==> src/rtl/qext_pkg.sv <==
// rtl/qext_pkg.sv - state type and width helpers shared by the charge extractor.
// QEXT_PED_SUB_EN adds one bit to the charge word for per-lane pedestal subtraction.
package qext_pkg;

    typedef enum logic [1:0] {
        IDLE  = 2'd0,
        INTEG = 2'd1,
        HOLD  = 2'd2
    } state_t;

    function automatic int clog2(input int value);
        int result;
        result = 0;
        while ((1 << result) < value) begin
            result = result + 1;
        end
        return result;
    endfunction

    function automatic int q_width(input int in_w, input int lanes, input int win_max);
`ifdef QEXT_PED_SUB_EN
        return in_w + clog2(lanes * win_max) + 1;
`else
        return in_w + clog2(lanes * win_max);
`endif
    endfunction

    function automatic int wl_width(input int win_max);
        return clog2(win_max + 1);
    endfunction

endpackage

==> src/rtl/qext_delay_line.sv <==
// rtl/qext_delay_line.sv - pre-trigger look-back shift register of {valid, lanes}.
// DEPTH=0 collapses to a wire so the accumulator sees the live input.
module qext_delay_line #(
    parameter int WIDTH = 125,
    parameter int DEPTH = 2
) (
    input  logic             clk,
    input  logic             RESET,
    input  logic [WIDTH-1:0] din_i,
    output logic [WIDTH-1:0] dout_o
);

    generate
        if (DEPTH == 0) begin : g_bypass
            logic unused_clk_rst;
            assign unused_clk_rst = clk ^ RESET;
            assign dout_o         = din_i;
        end else begin : g_shift
            logic [WIDTH-1:0] stage_q [DEPTH];

            always_ff @(posedge clk) begin
                if (RESET) begin
                    for (int i = 0; i < DEPTH; i++) begin
                        stage_q[i] <= '0;
                    end
                end else begin
                    stage_q[0] <= din_i;
                    for (int i = 1; i < DEPTH; i++) begin
                        stage_q[i] <= stage_q[i-1];
                    end
                end
            end

            assign dout_o = stage_q[DEPTH-1];
        end
    endgenerate

endmodule

==> src/rtl/q_window_extractor.sv <==
// rtl/q_window_extractor.sv - windowed multi-lane charge integrator with look-back and holdoff.
// QEXT_PED_SUB_EN adds a ped port subtracted from every lane, latched at the trigger edge.
module q_window_extractor
    import qext_pkg::*;
#(
    parameter int LANES       = 4,
    parameter int IN_W        = 31,
    parameter int PRE_CYC     = 2,
    parameter int WIN_CYC_MAX = 16,
    parameter int HOLDOFF     = 4,
    parameter int TS_W        = 32,
    localparam int Q_W        = q_width(IN_W, LANES, WIN_CYC_MAX),
    localparam int WL_W       = wl_width(WIN_CYC_MAX)
) (
    input  logic                  clk,
    input  logic                  RESET,
    input  logic [LANES*IN_W-1:0] in_data,
    input  logic                  in_valid,
    input  logic                  trig,
    input  logic [TS_W-1:0]       ltc,
    input  logic [WL_W-1:0]       win_len,
`ifdef QEXT_PED_SUB_EN
    input  logic [IN_W-1:0]       ped,
`endif
    output logic                  busy,
    output logic                  q_valid,
    output logic [Q_W-1:0]        q_out,
    output logic [TS_W-1:0]       q_ts,
    output logic                  q_pileup
);

    localparam int HC_W = (clog2(HOLDOFF + 1) > 0) ? clog2(HOLDOFF + 1) : 1;
    localparam logic [HC_W-1:0] HOLD_LAST = HC_W'((HOLDOFF > 0) ? HOLDOFF - 1 : 0);
    localparam logic [WL_W-1:0] W_MAX = WL_W'(WIN_CYC_MAX);
    localparam logic [WL_W-1:0] W_MIN = WL_W'(1);

    logic [LANES*IN_W:0]   d_word;
    logic [LANES*IN_W-1:0] d_data;
    logic                  d_valid;

    state_t          state_q, state_d;
    logic            trig_prev_q;
    logic [Q_W-1:0]  acc_q, acc_d;
    logic [WL_W-1:0] cnt_q, cnt_d, w_q, w_d;
    logic [TS_W-1:0] ts_q, ts_d;
    logic            pileup_q, pileup_d;
    logic [HC_W-1:0] hold_q, hold_d;
    logic            q_valid_q, q_valid_d;
    logic [Q_W-1:0]  q_out_q, q_out_d;
    logic [TS_W-1:0] q_ts_q, q_ts_d;
    logic            q_pileup_q, q_pileup_d;

    logic            trig_edge, start;
    logic [WL_W-1:0] win_clamped, w_cur, cnt_next;
    logic [Q_W-1:0]  lane_sum, acc_next;
    logic            pileup_cur;

    qext_delay_line #(
        .WIDTH (1 + LANES*IN_W),
        .DEPTH (PRE_CYC)
    ) u_delay (
        .clk    (clk),
        .RESET  (RESET),
        .din_i  ({in_valid, in_data}),
        .dout_o (d_word)
    );

    assign d_valid   = d_word[LANES*IN_W];
    assign d_data    = d_word[LANES*IN_W-1:0];
    assign trig_edge = trig & ~trig_prev_q;

`ifdef QEXT_PED_SUB_EN
    logic [IN_W-1:0] ped_q, ped_d, ped_eff;
    logic [IN_W:0]   lane_ext;

    // The trigger-cycle sample must already use the new pedestal.
    assign ped_eff = (state_q == IDLE) ? ped : ped_q;
`endif

    always_comb begin
        lane_sum = '0;
`ifdef QEXT_PED_SUB_EN
        lane_ext = '0;
`endif
        for (int i = 0; i < LANES; i++) begin
`ifdef QEXT_PED_SUB_EN
            lane_ext = {d_data[i*IN_W + IN_W - 1], d_data[i*IN_W +: IN_W]}
                     - {ped_eff[IN_W-1], ped_eff};
            lane_sum = lane_sum + {{(Q_W-IN_W-1){lane_ext[IN_W]}}, lane_ext};
`else
            lane_sum = lane_sum + {{(Q_W-IN_W){d_data[i*IN_W + IN_W - 1]}}, d_data[i*IN_W +: IN_W]};
`endif
        end
    end

    always_ff @(posedge clk) begin
        if (RESET) begin
            state_q     <= IDLE;
            trig_prev_q <= 1'b1;
            acc_q       <= '0;
            cnt_q       <= '0;
            w_q         <= '0;
            ts_q        <= '0;
            pileup_q    <= 1'b0;
            hold_q      <= '0;
            q_valid_q   <= 1'b0;
            q_out_q     <= '0;
            q_ts_q      <= '0;
            q_pileup_q  <= 1'b0;
`ifdef QEXT_PED_SUB_EN
            ped_q       <= '0;
`endif
        end else begin
            state_q     <= state_d;
            trig_prev_q <= trig;
            acc_q       <= acc_d;
            cnt_q       <= cnt_d;
            w_q         <= w_d;
            ts_q        <= ts_d;
            pileup_q    <= pileup_d;
            hold_q      <= hold_d;
            q_valid_q   <= q_valid_d;
            q_out_q     <= q_out_d;
            q_ts_q      <= q_ts_d;
            q_pileup_q  <= q_pileup_d;
`ifdef QEXT_PED_SUB_EN
            ped_q       <= ped_d;
`endif
        end
    end

    // The trigger cycle is itself the first counted sample, so IDLE and INTEG share one path.
    always_comb begin
        start = (state_q == IDLE) && trig_edge;
        if (win_len == '0) begin
            win_clamped = W_MIN;
        end else if (win_len > W_MAX) begin
            win_clamped = W_MAX;
        end else begin
            win_clamped = win_len;
        end
        w_cur      = start ? win_clamped : w_q;
        acc_next   = (start ? '0 : acc_q) + (d_valid ? lane_sum : '0);
        cnt_next   = (start ? '0 : cnt_q) + WL_W'(d_valid);
        pileup_cur = start ? 1'b0 : (pileup_q | trig_edge);

        state_d    = state_q;
        acc_d      = acc_q;
        cnt_d      = cnt_q;
        w_d        = w_q;
        ts_d       = ts_q;
        pileup_d   = pileup_q;
        hold_d     = hold_q;
        q_valid_d  = 1'b0;
        q_out_d    = q_out_q;
        q_ts_d     = q_ts_q;
        q_pileup_d = q_pileup_q;
`ifdef QEXT_PED_SUB_EN
        ped_d      = start ? ped : ped_q;
`endif

        if (start || state_q == INTEG) begin
            acc_d    = acc_next;
            cnt_d    = cnt_next;
            w_d      = w_cur;
            pileup_d = pileup_cur;
            if (start) begin
                ts_d = ltc;
            end
            if (cnt_next == w_cur) begin
                q_valid_d  = 1'b1;
                q_out_d    = acc_next;
                q_ts_d     = start ? ltc : ts_q;
                q_pileup_d = pileup_cur;
                hold_d     = '0;
                state_d    = (HOLDOFF > 0) ? HOLD : IDLE;
            end else begin
                state_d = INTEG;
            end
        end else if (state_q == HOLD) begin
            if (hold_q == HOLD_LAST) begin
                state_d = IDLE;
            end else begin
                hold_d = hold_q + HC_W'(1);
            end
        end
    end

    always_comb begin
        busy     = (state_q != IDLE);
        q_valid  = q_valid_q;
        q_out    = q_out_q;
        q_ts     = q_ts_q;
        q_pileup = q_pileup_q;
    end

endmodule

==> config.mk <==
export PLATFORM = sky130hd
export DESIGN_NAME = q_window_extractor
export DESIGN_NICKNAME = d
export VERILOG_FILES = /design/src/rtl/qext_pkg.sv /design/src/rtl/qext_delay_line.sv /design/src/rtl/q_window_extractor.sv
export SDC_FILE = /design/constraint.sdc
export NUM_CORES = 1
export LEC_CHECK = 0
export ABC_AREA = 1
export BUFFER_PORTS_ARGS = -buffer_cell sky130_fd_sc_hd__buf_2
export CAP_MARGIN = 5
export CORE_ASPECT_RATIO = 1.75
export CORE_MARGIN = 2
export CORE_UTILIZATION = 63
export DETAILED_ROUTE_END_ITERATION = 7
export PLACE_DENSITY = 0.91
export SETUP_SLACK_MARGIN = 0.5
export SKIP_CTS_REPAIR_TIMING = 1
export SYNTH_ARGS = -nofsm -noshare
export SYNTH_HDL_FRONTEND = slang
export SYNTH_SLANG_ARGS = --single-unit
==> constraint.sdc <==
create_clock -name clk -period 6.85 [get_ports clk]
set_input_delay 1.0275 -clock clk [delete_from_list [all_inputs] [get_ports clk]]
set_output_delay 1.0275 -clock clk [all_outputs]
set_load 0.05 [all_outputs]
==> flow_metrics.tcl, run 1 <==
set metrics [dict create \
    hold_ws_ns 0.4022 \
    drive_gt1_frac 0.1148 \
    antenna_left 0 \
    power_density_nw_per_um2 279.1 \
    syn_nets 2836 \
    vias_per_cell 5.204 \
    syn-cell-area_um2 19040 \
    yosysTopAreaCell "dfxtp_1" \
    postSynth.topFlopCell "dfxtp_1" \
    core-area_um2 29950 \
    min_period_ns 5.673 \
    grt_max_degree 148 \
    avgSynthCellArea_um2 7.512 \
    clk_latency_ns 0.54 \
    dp_slack_ns 1.263 \
    n_fill_cell 2190 \
    setup_slack_ns 1.177 \
    cts.sinks 407 \
    netlist.area_leader.share 0.4280 \
    fin_area_um2 21590 \
    skew_ns 0.01099 \
    placed_cell_area_um2 20440 \
    path_clk_slew_ns 0.07 \
    peakVddDrop_v 0.0004044 \
    ys_types 43 \
    track_usage 0.3188 \
    first_global_vias 16839 \
    gp_congestion 1.020 \
    p_leak_nw 11.44 \
    endpoint_kind "flip-flop" \
    ios 237 \
    rows 84 \
    finalSetupTns_ns 0 \
    antenna_found_initial 1 \
    rsz0062_at_grt "no" \
    dp_hpwl_mm 36.41 \
    synthCells 2534 \
    wire_per_inst_um 15.92 \
    cts_max_level 2 \
    die_w_um 135.4 \
    vias 16387 \
    cts_root_buffer "clkbuf_16" \
    chipHeight_um 234.0 \
    nNetsFinal 3039 \
    finalHoldViolations 0 \
    route.detailed.drc 0 \
    max_freq_ghz 0.1763 \
    cp.required_ns 7.28 \
    worst_pin_slew_ns 0.9691 \
    fin_crit_sh 0.8282 \
    async_reset_ff_frac 0 \
    syn_to_final_growth_pct 13.40 \
    grt.overflow.total 0 \
    critical_path.max_fanout 4 \
    dr.pass1.iters 6 \
    io_buffer_count 236 \
    yosys_warnings 0 \
    startpoint_type "flip-flop" \
    ys_seq_area_frac 0.4280 \
    setup_viol 0 \
    drt_iter0_drc 972 \
    routed_wl_mm 50.12 \
    cts_tree "built" \
    min_path_type "flip-flop to flip-flop" \
    timing.max_cap.violations 0 \
    run_status "finished clean" \
    clock_path_buffers 3 \
    path_class "flip-flop to flip-flop" \
    dieArea_um2 31680 \
    cts_buffers 35 \
    grt_pass1_wl_mm 79.43 \
    slew_violations 0 \
    synth_edf_count 0 \
    slew_headroom 0.3539 \
    synth_area_leaders "dfxtp_1 (43%), inv_1 (12%), nor2_1 (8.9%)" \
    start_util 0.6355 \
    critPathArrivalTime_ns 6.11 \
    power_mw 6.024 \
    synth_seq_cells 407 \
]
[worst paths after layout]
| path | slack [ns] | startpoint | endpoint | cells past startpoint |
|---|---|---|---|---|
| setup reg to reg | 1.18 | u_delay.g_shift.stage_q[0][128] | acc_q[31] | 26 |
| setup / recovery | 1.18 | u_delay.g_shift.stage_q[0][128] | acc_q[31] | 26 |
| hold / removal | 0.40 | u_delay.g_shift.stage_q[0][26] | u_delay.g_shift.stage_q[0][151] | 2 |
| hold reg to reg | 0.40 | u_delay.g_shift.stage_q[0][26] | u_delay.g_shift.stage_q[0][151] | 2 |
[per-layer routing]
layer,part of all wire,vias to the layer above,global-route usage,wire (um)
li1,-,8025,-,-
met1,0.34,7612,0.3017,17030
met2,0.55,534,0.6344,27810
met3,0.040,216,0.04150,2001
met4,0.066,0,0.1937,3286
met5,0,-,0,0
[metrics by stage]
stage                       util  instances
final                     0.7206       3149
after global routing      0.7206       3149
after CTS                 0.7206       3148
after detailed placement  0.6822       3087
after global placement    0.6822       3087
after floorplan                -       2534
[where the power goes]
group	internal (mW)	total [mW]	switching, mW
combinational	0.435	1.39	0.959
sequential	2.57	2.64	0.0745
clock	1.10	1.99	0.886
[registers in the layout, indices dropped and copies added, names as in the netlist]
register                 count
acc_q                       37
cnt_q                        5
hold_q                       3
pileup_q                     1
q_out                       37
q_pileup                     1
q_ts                        32
q_valid                      1
state_q                      2
trig_prev_q                  1
ts_q                        32
u_delay.g_shift.stage_q    250
w_q                          5
[cell families after synthesis]
family / synth area share
xor+xnor: 0.01656
simple gates: 0.2003
buf+inv: 0.1349
mux: 0.01683
compound gates: 0.08808
flops: 0.4280
fa+ha+maj: 0.1153
[cells in the final DEF (no fill, tap or decap), types with 37 or more instances in the layout]
cell type  Yosys  final
ha_1          73     73
dfxtp_1      407    407
nor2_1       450    450
clkbuf_16      0     37
fa_1          64     64
nand2_1      324    323
o21ai_0       95     95
a21oi_1      137    137
inv_1        587    586
buf_2          9    235
nand3_1      114    114
[worst max-delay path, stage by stage, from the launching register on]
cell	delay [ns]
dfxtp_1	0.31
inv_1	0.05
fa_1	0.52
fa_1	0.52
inv_1	0.04
ha_1	0.31
o21ai_0	0.36
o21ai_0	0.26
nand3b_1	0.14
nand2_1	0.12
a21oi_1	0.27
nand2_1	0.12
a21boi_0	0.46
nand2_1	0.10
nand2_1	0.08
nor2_1	0.07
ha_1	0.36
nand2_1	0.16
nor2_1	0.25
nand2_1	0.16
nor4_1	0.32
nand2_1	0.14
nand2_1	0.10
xor2_1	0.19
nand2_1	0.08
nand2_1	0.06
inv_1	0.04
[Yosys cell counts (18+ instances only)]
cell,instances
fa_1,64
xor2_1,30
nor2_1,450
nand2_1,324
o21ai_0,95
a21oi_1,137
nor3_1,18
o21ai_1,32
inv_1,587
ha_1,73
dfxtp_1,407
nand3_1,114
mux2i_1,32
clkbuf_1,50
[layout make-up]
cell class,instances,area (um^2),area share
Tap cell,387,484.2,0.02243
Antenna cell,1,2.502,0.0001159
Multi-Input combinational cell,1456,8323,0.3856
Clock inverter,11,112.6,0.005217
Clock buffer,50,1035,0.04794
Sequential cell,407,8148,0.3775
Inverter,592,2222,0.1029
Timing Repair Buffer,245,1259,0.05831
Note: power is estimated with default switching activity, not from simulation.
==> run 2: changes to the inputs <==
- CORE_UTILIZATION: 63 -> 58
- PLACE_DENSITY: 0.91 -> 0.85
- clock period: 6.85 -> 5.42 ns (I/O delays scaled with it)
==> flow_metrics.tcl, run 2 (same netlist as run 1, synthesis figures left out) <==
set metrics [dict create \
    p_int_mw 5.361 \
    dp_cells 3118 \
    slew_violations 0 \
    finalHoldViolations 0 \
    cts_buffers 35 \
    path_clk_slew_ns 0.07 \
    track_usage 0.2723 \
    use_met1 0.2609 \
    die_w_um 140.9 \
    antenna_left 0 \
    final_common_cell "inv_1" \
    rsz0062_at_grt "yes" \
    endpoint_kind "flip-flop" \
    p_sw_mw 2.544 \
    cts_tree "built" \
    p_leak_nw 11.93 \
    dp_hpwl_mm 34.89 \
    power_frac_clock 0.327 \
    slowest_stage "fa_1" \
    syn_to_final_growth_pct 20.32 \
    power_density_nw_per_um2 345.1 \
    dr.pass1.iters 7 \
    grt_pass1_wl_mm 75.32 \
    fin_area_um2 22900 \
    n_fill_cell 2517 \
    routed_wl_mm 48.08 \
    slowest_delay_ns 0.55 \
    cts.sinks 407 \
    critical_path.max_fanout 4 \
    drt_iter0_drc 707 \
    peakVddDrop_v 0.0003284 \
    crit_buf_inv 8 \
    clk_latency_ns 0.55 \
    power_mw 7.905 \
    grt_max_degree 164 \
    finalSetupTns_ns 0 \
    dp_slack_ns 0.1493 \
    setup_viol 0 \
    p_sw_frac 0.3218 \
    nNetsFinal 3079 \
    timing.max_cap.violations 0 \
    multiInputGateArea_um2 9266 \
    largest_reg_flops 250 \
    placed_cell_area_um2 20600 \
    seq_area_um2 8149 \
    max_freq_ghz 0.2004 \
    dieArea_um2 34340 \
    cts_root_buffer "clkbuf_16" \
    antenna_cells 0 \
    clock_path_buffers 3 \
    startpoint_type "flip-flop" \
    wire_per_inst_um 15.01 \
    rows 87 \
    gp_congestion 0.9320 \
    first_global_vias 16238 \
    cts_max_level 2 \
    antenna_found_initial 0 \
    io_buffer_count 236 \
    top_register "u_delay.g_shift.stage_q" \
    core-area_um2 32330 \
    cp_common_cell "inv_2" \
    p_seq_frac 0.422 \
    critPathArrivalTime_ns 5.42 \
    path_class "flip-flop to flip-flop" \
    worst_pin_slew_ns 1.092 \
    chipHeight_um 243.7 \
    cp.required_ns 5.85 \
    fin_crit_sh 0.9207 \
    use_met2 0.5455 \
    route.detailed.drc 0 \
    slew_headroom 0.2678 \
    setup_slack_ns 0.4297 \
    finalNonFillerCells 3203 \
    globalRouteMet3Util 0.02987 \
    ios 237 \
    final_util 0.7085 \
    grt-busiest-layer "met2" \
    run_status "finished clean" \
    power_frac_comb 0.251 \
    path_delay_family "adder cells" \
    start_util 0.5888 \
    grt.overflow.total 0 \
    final_cell_mix "inv_1 (573), nor2_1 (419), dfxtp_1 (406)" \
    vias_per_cell 5.048 \
    min_path_type "flip-flop to flip-flop" \
    vias 16168 \
    min_period_ns 4.990 \
    hold_ws_ns 0.3910 \
    skew_ns 0.01864 \
    drive_gt1_frac 0.1927 \
    reg2reg_slack_ns 0.43 \
]
[run 2: cell count changes in the layout (fill, tap and decap cells not counted), moves of 27 or more]
cell / delta
o21ai_0: -27
buf_4: +38
nand2_1: -33
nor2_1: -31
a21oi_1: -35
a21oi_2: +31
[run 2: power groups by stage]
stage	clock network, mW	logic (mW)	registers [mW]
after global placement	0	1.69	3.39
after global routing	2.74	2.20	3.35
after detailed placement	0	1.75	3.40
after CTS	2.63	1.76	3.33
after floorplan	0	1.17	3.50
final	2.59	1.99	3.33
[run 2: metal layers]
metal	vias to the layer above	routed length, um
met3	172	1714
met4	0	2852
met1	7440	16740
li1	8093	-
met2	463	26770
met5	-	0
[run 2: worst register-to-register path: cells and delay by family (launching register included)]
family	cells	cell delay [ns]
AOI/OAI and AO/OA	7	0.79
and+or+nand+nor	11	1.06
buffers and inverters	8	0.71
xor gates and xnor gates	1	0.14
DFF	1	0.32
adders and majority gates	5	1.87
[run 2: final cells by class]
class	instances	area share
clock inverters	14	0.006555
inverters	592	0.09702
repair buffers	285	0.06878
clock buffers	49	0.04545
flip-flops and latches	407	0.3558
multi-input cells	1456	0.4046
well taps	400	0.02185
[run 2: worst paths after layout]
| path | start | to | cells past startpoint |
|---|---|---|---|
| setup / recovery | u_delay.g_shift.stage_q[0][188] | acc_q[28] | 32 |
| hold / removal | u_delay.g_shift.stage_q[0][110] | u_delay.g_shift.stage_q[0][235] | 2 |
| hold reg to reg | u_delay.g_shift.stage_q[0][110] | u_delay.g_shift.stage_q[0][235] | 2 |
| setup reg to reg | u_delay.g_shift.stage_q[0][188] | acc_q[28] | 32 |
